**config.mk**
```make
export PLATFORM = sky130hd
export DESIGN_NAME = alarm_clock_core
export DESIGN_NICKNAME = d
export VERILOG_FILES = /design/src/rtl/clock_pkg.sv /design/src/rtl/alarm_channel.sv /design/src/rtl/alarm_clock_core.sv
export SDC_FILE = /design/constraint.sdc
export NUM_CORES = 1
export LEC_CHECK = 0
export CORE_ASPECT_RATIO = 0.6
export CORE_MARGIN = 3
export CORE_UTILIZATION = 41
export DETAILED_ROUTE_END_ITERATION = 10
export GPL_TIMING_DRIVEN = 0
export PLACE_DENSITY = 0.55
export SYNTH_ARGS = -nofsm -noshare
export SYNTH_HDL_FRONTEND = slang
export SYNTH_HIERARCHICAL = 1
export SYNTH_SLANG_ARGS = --single-unit
```
**constraint.sdc**
```tcl
create_clock -name clk -period 5.9 [get_ports clk]
set_clock_uncertainty 0.1 [all_clocks]
set_input_delay 0.885 -clock clk [delete_from_list [all_inputs] [get_ports clk]]
set_output_delay 0.885 -clock clk [all_outputs]
set_load 0.01 [all_outputs]
```
**src/rtl/clock_pkg.sv**
```systemverilog
// clock_pkg: shared alarm state, time limits, alarm record and wrap-increment helper
package clock_pkg;
  typedef enum logic [1:0] {IDLE = 2'b00, RINGING = 2'b01, SNOOZED = 2'b10} alarm_state_e;
  localparam logic [5:0] SEC_MAX = 6'd59;
  localparam logic [5:0] MIN_MAX = 6'd59;
  localparam logic [5:0] HR_MAX = 6'd23;
  localparam logic [5:0] DAY_MAX = 6'd6;
  typedef struct packed {
    logic [4:0] hr;
    logic [5:0] min;
    logic [6:0] mask;
  } alarm_t;
  function automatic logic [5:0] wrap_inc(input logic [5:0] v, input logic [5:0] m);
    return (v == m) ? 6'd0 : v + 6'd1;
  endfunction
endpackage

```
**src/rtl/alarm_channel.sv**
```systemverilog
// alarm_channel: one alarm's registers, match compare, ring/snooze FSM and counters
module alarm_channel
  import clock_pkg::*;
#(
  parameter int SNOOZE_MIN = 9,
  parameter int RING_SEC = 60
) (
  input  logic       clk,
  input  logic       rst_n,
  input  logic       tick,
  input  logic       run,
  input  logic       edit,
  input  logic       minadv,
  input  logic       hrsadv,
  input  logic       mask_wr,
  input  logic [6:0] mask_in,
  input  logic       en,
  input  logic       snooze,
  input  logic       dismiss,
  input  logic [5:0] sec_nx,
  input  logic [5:0] min_nx,
  input  logic [4:0] hr_nx,
  input  logic [2:0] day_nx,
  output logic [4:0] hr,
  output logic [5:0] min,
  output logic       ringing,
  output logic       snoozed
);
  localparam logic [11:0] SNZ_TICKS = 12'(SNOOZE_MIN * 60);
  localparam logic [7:0] RING_LAST = 8'(RING_SEC - 1);
  alarm_t cfg_q, cfg_d;
  alarm_state_e st_q, st_d;
  logic [7:0] ring_q, ring_d;
  logic [11:0] snz_q, snz_d;
  logic match;
  always_comb begin
    cfg_d.min = (edit & minadv) ? wrap_inc(cfg_q.min, MIN_MAX) : cfg_q.min;
    cfg_d.hr = (edit & hrsadv) ? 5'(wrap_inc(6'(cfg_q.hr), HR_MAX)) : cfg_q.hr;
    cfg_d.mask = (edit & mask_wr) ? mask_in : cfg_q.mask;
    match = en & run & (sec_nx == 6'd0) & (min_nx == cfg_q.min) & (hr_nx == cfg_q.hr) & cfg_q.mask[day_nx];
  end
  always_comb begin
    st_d = st_q;
    ring_d = ring_q;
    snz_d = snz_q;
    if (!en || (st_q != IDLE && dismiss)) begin
      st_d = IDLE;
      ring_d = '0;
      snz_d = '0;
    end else if (st_q == IDLE) begin
      st_d = match ? RINGING : IDLE;
      ring_d = '0;
    end else if (st_q == RINGING) begin
      if (snooze) begin
        st_d = SNOOZED;
        snz_d = SNZ_TICKS;
      end else if (match) begin
        ring_d = '0;
      end else if (tick) begin
        st_d = (ring_q == RING_LAST) ? IDLE : RINGING;
        ring_d = (ring_q == RING_LAST) ? 8'd0 : ring_q + 8'd1;
      end
    end else if (match || (tick && snz_q <= 12'd1)) begin
      st_d = RINGING;
      ring_d = '0;
      snz_d = '0;
    end else if (tick) begin
      snz_d = snz_q - 12'd1;
    end
  end
  always_ff @(posedge clk or negedge rst_n) begin
    if (!rst_n) begin
      cfg_q <= '{hr: 5'd0, min: 6'd0, mask: 7'h7F};
      st_q <= IDLE;
      ring_q <= '0;
      snz_q <= '0;
    end else begin
      cfg_q <= cfg_d;
      st_q <= st_d;
      ring_q <= ring_d;
      snz_q <= snz_d;
    end
  end
  assign hr = cfg_q.hr;
  assign min = cfg_q.min;
  assign ringing = st_q[0];
  assign snoozed = st_q[1];
endmodule

```
**src/rtl/alarm_clock_core.sv**
```systemverilog
// alarm_clock_core: 24h time/day counters, alarm edit decode, multi-alarm channels and 12h/24h display mux
module alarm_clock_core
  import clock_pkg::*;
#(
  parameter int NUM_ALARMS = 4,
  parameter int SNOOZE_MIN = 9,
  parameter int RING_SEC = 60,
  localparam int SW = (NUM_ALARMS > 1) ? $clog2(NUM_ALARMS) : 1
) (
  input  logic                  clk,
  input  logic                  rst_n,
  input  logic                  tick,
  input  logic                  timeset,
  input  logic                  alarmset,
  input  logic                  minadv,
  input  logic                  hrsadv,
  input  logic                  dayadv,
  input  logic [SW-1:0]         alarm_sel,
  input  logic                  mask_wr,
  input  logic [6:0]            mask_in,
  input  logic [NUM_ALARMS-1:0] alarm_en,
  input  logic                  snooze,
  input  logic                  dismiss,
  input  logic                  mode24,
  output logic [5:0]            disp_sec,
  output logic [5:0]            disp_min,
  output logic [4:0]            disp_hrs,
  output logic                  disp_pm,
  output logic [2:0]            day,
  output logic [NUM_ALARMS-1:0] ringing,
  output logic [NUM_ALARMS-1:0] snoozed,
  output logic                  buzz
);
  logic [5:0] sec_q, sec_d, min_q, min_d;
  logic [4:0] hr_q, hr_d, h, h12;
  logic [2:0] day_q, day_d;
  logic run, set, c_min, c_hr, c_day;
  logic [4:0] a_hr [NUM_ALARMS];
  logic [5:0] a_min [NUM_ALARMS];
  always_comb begin
    run = tick & ~timeset;
    set = tick & timeset;
    c_min = run & (sec_q == SEC_MAX);
    c_hr = c_min & (min_q == MIN_MAX);
    c_day = c_hr & (6'(hr_q) == HR_MAX);
    sec_d = run ? wrap_inc(sec_q, SEC_MAX) : sec_q;
    min_d = (c_min | (set & minadv)) ? wrap_inc(min_q, MIN_MAX) : min_q;
    hr_d = (c_hr | (set & hrsadv)) ? 5'(wrap_inc(6'(hr_q), HR_MAX)) : hr_q;
    day_d = (c_day | (set & dayadv)) ? 3'(wrap_inc(6'(day_q), DAY_MAX)) : day_q;
  end
  always_ff @(posedge clk or negedge rst_n) begin
    if (!rst_n) begin
      sec_q <= '0;
      min_q <= '0;
      hr_q <= '0;
      day_q <= '0;
    end else begin
      sec_q <= sec_d;
      min_q <= min_d;
      hr_q <= hr_d;
      day_q <= day_d;
    end
  end
  for (genvar i = 0; i < NUM_ALARMS; i++) begin : g_ch
    alarm_channel #(.SNOOZE_MIN(SNOOZE_MIN), .RING_SEC(RING_SEC)) u_ch (
      .clk(clk),
      .rst_n(rst_n),
      .tick(tick),
      .run(run),
      .edit(tick & alarmset & ~timeset & (alarm_sel == SW'(i))),
      .minadv(minadv),
      .hrsadv(hrsadv),
      .mask_wr(mask_wr),
      .mask_in(mask_in),
      .en(alarm_en[i]),
      .snooze(snooze),
      .dismiss(dismiss),
      .sec_nx(sec_d),
      .min_nx(min_d),
      .hr_nx(hr_d),
      .day_nx(day_d),
      .hr(a_hr[i]),
      .min(a_min[i]),
      .ringing(ringing[i]),
      .snoozed(snoozed[i])
    );
  end
  always_comb begin
    h = alarmset ? a_hr[alarm_sel] : hr_q;
    h12 = (h >= 5'd12) ? h - 5'd12 : h;
    disp_hrs = mode24 ? h : ((h12 == 5'd0) ? 5'd12 : h12);
    disp_pm = ~mode24 & (h >= 5'd12);
    disp_min = alarmset ? a_min[alarm_sel] : min_q;
  end
  assign disp_sec = sec_q;
  assign day = day_q;
  assign buzz = |ringing;
endmodule

```
==> results of run 1 <==
cell usage after synthesis (13+ instances only):
cell type,count,area share (%)
or3_1,14,0.75
nor3_1,53,2.3
a21oi_1,41,1.8
dfrtp_1,152,32
and2_1,14,0.75
mux2i_1,28,2.4
nand2_1,87,2.8
mux2_2,47,4.5
o31ai_1,13,0.83
o21ai_0,55,2.4
o211ai_1,13,0.83
inv_1,47,1.5
nand4_1,28,1.5
xnor2_1,58,4.3
nor4_1,14,0.75
nand3_1,56,2.4
dfstp_2,28,6.3
nor2_1,94,3.0
clkbuf_1,17,0.54
nand2b_1,24,1.3
ha_1,24,2.6
and3_1,23,1.2
nor2b_1,15,0.80
buf_4,47,3.0
through the flow:
step	instances	power (W)	area [um2]	hold WS (ns)
after floorplan	1223	0.00283	11700	0.358
after global placement	1641	0.00338	12700	0.380
after detailed placement	1644	0.00344	12800	0.376
after CTS	1676	0.00467	13400	0.377
after global routing	1677	0.00495	13400	0.417
final	1677	0.00466	13400	0.370
final cells by class:
cell class / instances / area share, %
diodes: 1 / 0.0187
plain buffers: 70 / 3.55
repair buffers: 54 / 4.29
well taps: 367 / 3.44
inverters: 47 / 1.32
flip-flops and latches: 180 / 34.0
clock inverters: 11 / 1.18
clock buffers: 21 / 3.37
multi-input cells: 926 / 48.9
per-layer routing:
layer / track usage (%) / wire [um] / vias up
met5: 0 / 0 / -
met4: 5.18 / 384 / 0
met3: 4.16 / 1850 / 22
met2: 27.0 / 12300 / 272
met1: 35.3 / 17600 / 4772
li1: - / - / 4684
power breakdown:
group	total (W)	switching [W]	internal (W)
Sequential	0.00177	0.000305	0.00146
Clock	0.00121	0.000498	0.000716
Combinational	0.00168	0.000925	0.000753
state kept, by name, summed over array words and instances, names as in the netlist:
register          flops
g_ch.u_ch/snz_q      48
g_ch.u_ch/ring_q     32
g_ch.u_ch/cfg_q      28
g_ch.u_ch/min        24
g_ch.u_ch/hr         20
g_ch.u_ch/st_q        8
disp_sec              6
min_q                 6
hr_q                  5
day                   3
worst max-delay path, stage by stage:
cell	delay (ns)
clkdlybuf4s50_1	0.97
nand3b_1	0.23
or4_4	0.57
nand2_4	0.11
nand2_1	0.08
xnor2_1	0.67
xnor2_1	0.20
nand4_1	0.09
nor3_1	0.83
a21oi_2	0.31
a211oi_1	0.66
mux2i_1	0.25
cell families after synthesis:
group | synth area share (%)
adder cells (fa/ha/maj) | 2.56
AND/OR/NAND/NOR | 21.6
AO/OA/AOI/OAI | 17.0
XOR/XNOR | 5.01
flip-flops | 38.8
buffers and inverters | 5.55
multiplexers | 9.53
path summary, 6_finish.rpt:
kind,startpoint,end,slack [ns],cells past startpoint
worst max register to register,min_q[0]$_DFF_PN0_,g_ch[0].u_ch/ring_q[1]$_DFFE_PN0P_,1.01,12
max in group asynchronous,rst_n,g_ch[3].u_ch/cfg_q[4]$_DFFE_PN1P_,4.40,2
worst max-delay path,tick,g_ch[0].u_ch/ring_q[1]$_DFFE_PN0P_,0.29,12
worst min register to register,g_ch[1].u_ch/snz_q[5]$_DFFE_PN0P_,g_ch[1].u_ch/snz_q[5]$_DFFE_PN0P_,0.39,1
min in group clk,g_ch[1].u_ch/snz_q[5]$_DFFE_PN0P_,g_ch[1].u_ch/snz_q[5]$_DFFE_PN0P_,0.39,1
worst min-delay path,rst_n,g_ch[0].u_ch/hr[4]$_DFFE_PN0P_,0.37,1
==> flow_metrics.tcl, run 1 <==
set metrics [dict create \
    hold_buffers 0 \
    synth_cell_type_count 91 \
    overflow 0 \
    worstPathMaxFanout 11 \
    syn_nets 1272 \
    pre_cts_slack_ns -0.0833 \
    grt_pass1_wl_um 50700 \
    final_common_cell "dfrtp_1" \
    drv_slew 0 \
    start_kind "input pin" \
    place_congestion 0.884 \
    period_needed_ns 5.61 \
    synth-async-reset-ratio_pct 100 \
    regArea_mm2 0.00454 \
    num_rows 47 \
    core_area_mm2 0.0278 \
    grt_pass1_vias 8706 \
    endpoint_kind "flip-flop" \
    tns_ns 0 \
    synth_cells 1223 \
    post_cts_buffers 0 \
    powerDensity_mw_per_mm2 349 \
    p_leak_nw 5.57 \
    drt_wl_total_um 32100 \
    fin_crit_sh_pct 95.0 \
    h-tree-depth 4 \
    cts_made_buffers 17 \
    max_freq_mhz 178 \
    yosysSeqAreaShare_pct 38.8 \
    first_pass_iters 5 \
    ant_nets 0 \
    ys_warn_count 6 \
    hp-class "input pin to async pin" \
    synth_edf_count 0 \
    setup-violations-final 0 \
    rsz0062_at_grt "false" \
    slew_headroom_pct 29.1 \
    clock_latency_ns 0.45 \
    synth-main-ff-cell "dfrtp_1" \
    final_core_utilization_pct 48.1 \
    required_ns 6.17 \
    cts_resized 0 \
    layout-drive-gt1-share_pct 16.3 \
    clk_path_buf_depth 2 \
    tightest_slew_ns 1.06 \
    drt-vias-per-instance 5.81 \
    drt_iter0_markers 898 \
    avgSynthCellArea_um2 9.58 \
    layout_common_cells "dfrtp_1 (152), nor2_1 (94), nand2_1 (87)" \
    maxCapViolCount 0 \
    clock-root-buffer "clkbuf_16" \
    num_vias 9750 \
    cts_tree "yes" \
    grt_max_degree 95 \
    status "complete, no violations" \
    design.portCount 55 \
    fin_nets 1345 \
    clkTransAtPathRegs_ns 0.06 \
    detail_route.wl_per_cell_um 19.1 \
    die_area_mm2 0.0307 \
    syn_area_mm2 0.0117 \
    track_usage_pct 21.2 \
    critPathKind "input pin to flip-flop" \
    cp.arrival_ns 5.87 \
    drc 0 \
    antenna_found_initial 1 \
    dpl.hpwl_um 23500 \
    die_h_um 137 \
    setup_ws_ns 0.292 \
    max-vdd-ir-drop_mv 0.206 \
    die_x_um 224 \
    finalHoldViolCount 0 \
    n_fill_cell 2585 \
    ys_ff_latch 180 \
    clock-sinks 180 \
    multi_input_area_mm2 0.00653 \
    start_util_pct 42.1 \
    io_buffers 51 \
    syn_to_final_growth_pct 14.1 \
]
Power figures use the tool's default switching activity.
==> run 2: changes to the inputs <==
--- a/config.mk
+++ b/config.mk
@@ -6,7 +6,7 @@
 export NUM_CORES = 1
 export LEC_CHECK = 0
 export CORE_ASPECT_RATIO = 0.6
-export CORE_MARGIN = 3
+export CORE_MARGIN = 2
 export CORE_UTILIZATION = 41
 export DETAILED_ROUTE_END_ITERATION = 10
 export GPL_TIMING_DRIVEN = 0
==> flow_metrics.tcl, run 2 (synthesized netlist as in run 1, its figures left out) <==
set metrics [dict create \
    endpoint_kind "flip-flop" \
    path_depth 12 \
    path_delay_family "simple AND/OR/NAND/NOR gates" \
    first_pass_iters 5 \
    design.portCount 55 \
    stdcell_count 1676 \
    pre_cts_slack_ns -0.0333 \
    die_h_um 135 \
    clkTransAtPathRegs_ns 0.07 \
    setup-violations-final 0 \
    dpl.hpwl_um 23400 \
    drt_wl_total_um 31500 \
    maxCapViolCount 0 \
    hold_buffers 0 \
    drt-vias-per-instance 5.80 \
    crit_start "tick" \
    num_vias 9721 \
    detail_route.wl_per_cell_um 18.8 \
    required_ns 6.17 \
    antenna_found_initial 0 \
    design_area_mm2 0.0134 \
    rr_worst_depth 10 \
    max_freq_mhz 182 \
    regMostFlops "g_ch.u_ch/snz_q" \
    ant_nets 0 \
    overflow 0 \
    cp.arrival_ns 5.75 \
    start_kind "input pin" \
    track_usage_pct 21.6 \
    fin_crit_sh_pct 92.9 \
    setup_ws_ns 0.419 \
    drv_slew 0 \
    io_buffers 51 \
    cts_tree "yes" \
    drt_iter0_markers 916 \
    use_met3_pct 4.13 \
    critPathKind "input pin to flip-flop" \
    finalHoldViolCount 0 \
    h-tree-depth 4 \
    syn_to_final_growth_pct 14.2 \
    drc 0 \
    reg2reg_from "disp_sec[2]$_DFF_PN0_" \
    endpoint "g_ch[0].u_ch/ring_q[1]$_DFFE_PN0P_" \
    die_area_mm2 0.0300 \
    n_fill_cell 2633 \
    rsz0062_at_grt "false" \
    layout-drive-gt1-share_pct 16.3 \
    grt_max_degree 113 \
    hp-class "input pin to async pin" \
    clock-root-buffer "clkbuf_16" \
    grt.busiest_layer "met1" \
    placed_area_mm2 0.0128 \
    p_leak_nw 5.58 \
    clock_latency_ns 0.45 \
    tightest_slew_ns 1.05 \
    start_util_pct 42.1 \
    crit_buf_inv 1 \
    status "complete, no violations" \
    layout_common_cells "dfrtp_1 (152), nor2_1 (94), nand2_1 (87)" \
    grt_use_met2_pct 27.7 \
    fin_nets 1345 \
    powerDensity_mw_per_mm2 349 \
    post_cts_buffers 0 \
    period_needed_ns 5.48 \
    clk_path_buf_depth 2 \
    grt_pass1_vias 8646 \
    crit_slowest_cell "clkdlybuf4s50_1" \
    reg_top3 "g_ch.u_ch/snz_q (48), g_ch.u_ch/ring_q (32), g_ch.u_ch/cfg_q (28)" \
    grt_util_met1_pct 36.1 \
    max-vdd-ir-drop_mv 0.248 \
    tns_ns 0 \
    cts_resized 0 \
    r2r_slack_ns 1.04 \
    dp_cells 1644 \
    die_x_um 222 \
    power_w 0.00466 \
    slowest_delay_ns 0.94 \
    cts_made_buffers 17 \
    diodes 0 \
    crit_chain "clkdlybuf4s50_1 > nand3b_1 > or4_4 > nand2_4 > nand2_1 > xnor2_1 > xnor2_1 > nand4_1 > nor3_1 > a21oi_2 > a211oi_1 > mux2i_1" \
    final_common_cell "dfrtp_1" \
    path_common_cell "xnor2_1" \
    grt_pass1_wl_um 50500 \
    slew_headroom_pct 29.4 \
    worstPathMaxFanout 11 \
    timing.rr.end "g_ch[1].u_ch/ring_q[1]$_DFFE_PN0P_" \
    core_area_mm2 0.0278 \
    place_congestion 0.868 \
    num_rows 47 \
    clock-sinks 180 \
    largest_reg_flops 48 \
]
[run 2: how the worst min path moves through the flow]
stage	start	to	cells past startpoint
after floorplan	g_ch[0].u_ch/snz_q[5]$_DFFE_PN0P_	g_ch[0].u_ch/snz_q[5]$_DFFE_PN0P_	1
after global placement	g_ch[0].u_ch/snz_q[5]$_DFFE_PN0P_	g_ch[0].u_ch/snz_q[5]$_DFFE_PN0P_	1
after detailed placement	g_ch[0].u_ch/snz_q[5]$_DFFE_PN0P_	g_ch[0].u_ch/snz_q[5]$_DFFE_PN0P_	1
after CTS	rst_n	g_ch[3].u_ch/min[1]$_DFFE_PN0P_	1
after global routing	rst_n	g_ch[3].u_ch/min[1]$_DFFE_PN0P_	1
final	rst_n	g_ch[1].u_ch/min[2]$_DFFE_PN0P_	1
[run 2: power by group]
group	total, W	leakage (nW)	internal, W	switching, W
registers	0.00176	2.35	0.00146	0.000297
clock network	0.00122	0.304	0.000726	0.000496
logic	0.00168	2.93	0.000753	0.000929
[run 2: area by class of cell]
class / instances / area [um2] / area share (%)
multi-input combinational: 926 / 6530 / 48.9
sequential: 180 / 4540 / 33.9
timing repair buffer: 54 / 573 / 4.29
buffer: 70 / 474 / 3.55
clock buffer: 21 / 460 / 3.44
tap: 367 / 459 / 3.43
inverter: 47 / 176 / 1.32
clock inverter: 11 / 156 / 1.17
[run 2: through the flow]
stage | util, % | hold slack, ns
2_1_floorplan | - | 0.358
4_1_cts | 48.1 | 0.305
6_report | 48.1 | 0.287
5_1_grt | 48.1 | 0.326
3_5_place_dp | 45.9 | 0.378
3_3_place_gp | 45.6 | 0.375
[run 2: worst register-to-register path, stage by stage (launching register included)]
cell,delay (ns)
dfrtp_1,0.46
nand4b_1,0.33
o21ai_1,0.35
nand2_1,0.19
o31ai_1,0.94
xnor2_1,0.30
o2111ai_1,0.19
nor3_1,0.78
a21oi_2,0.29
a211oi_1,0.61
mux2i_1,0.25
[run 2: per-layer routing]
metal	wire length [um]	up-vias	part of all wire [%]
met5	0	-	0
met4	238	0	0.76
met3	1580	21	5.0
met2	12200	231	39
met1	17500	4774	56
li1	-	4695	-
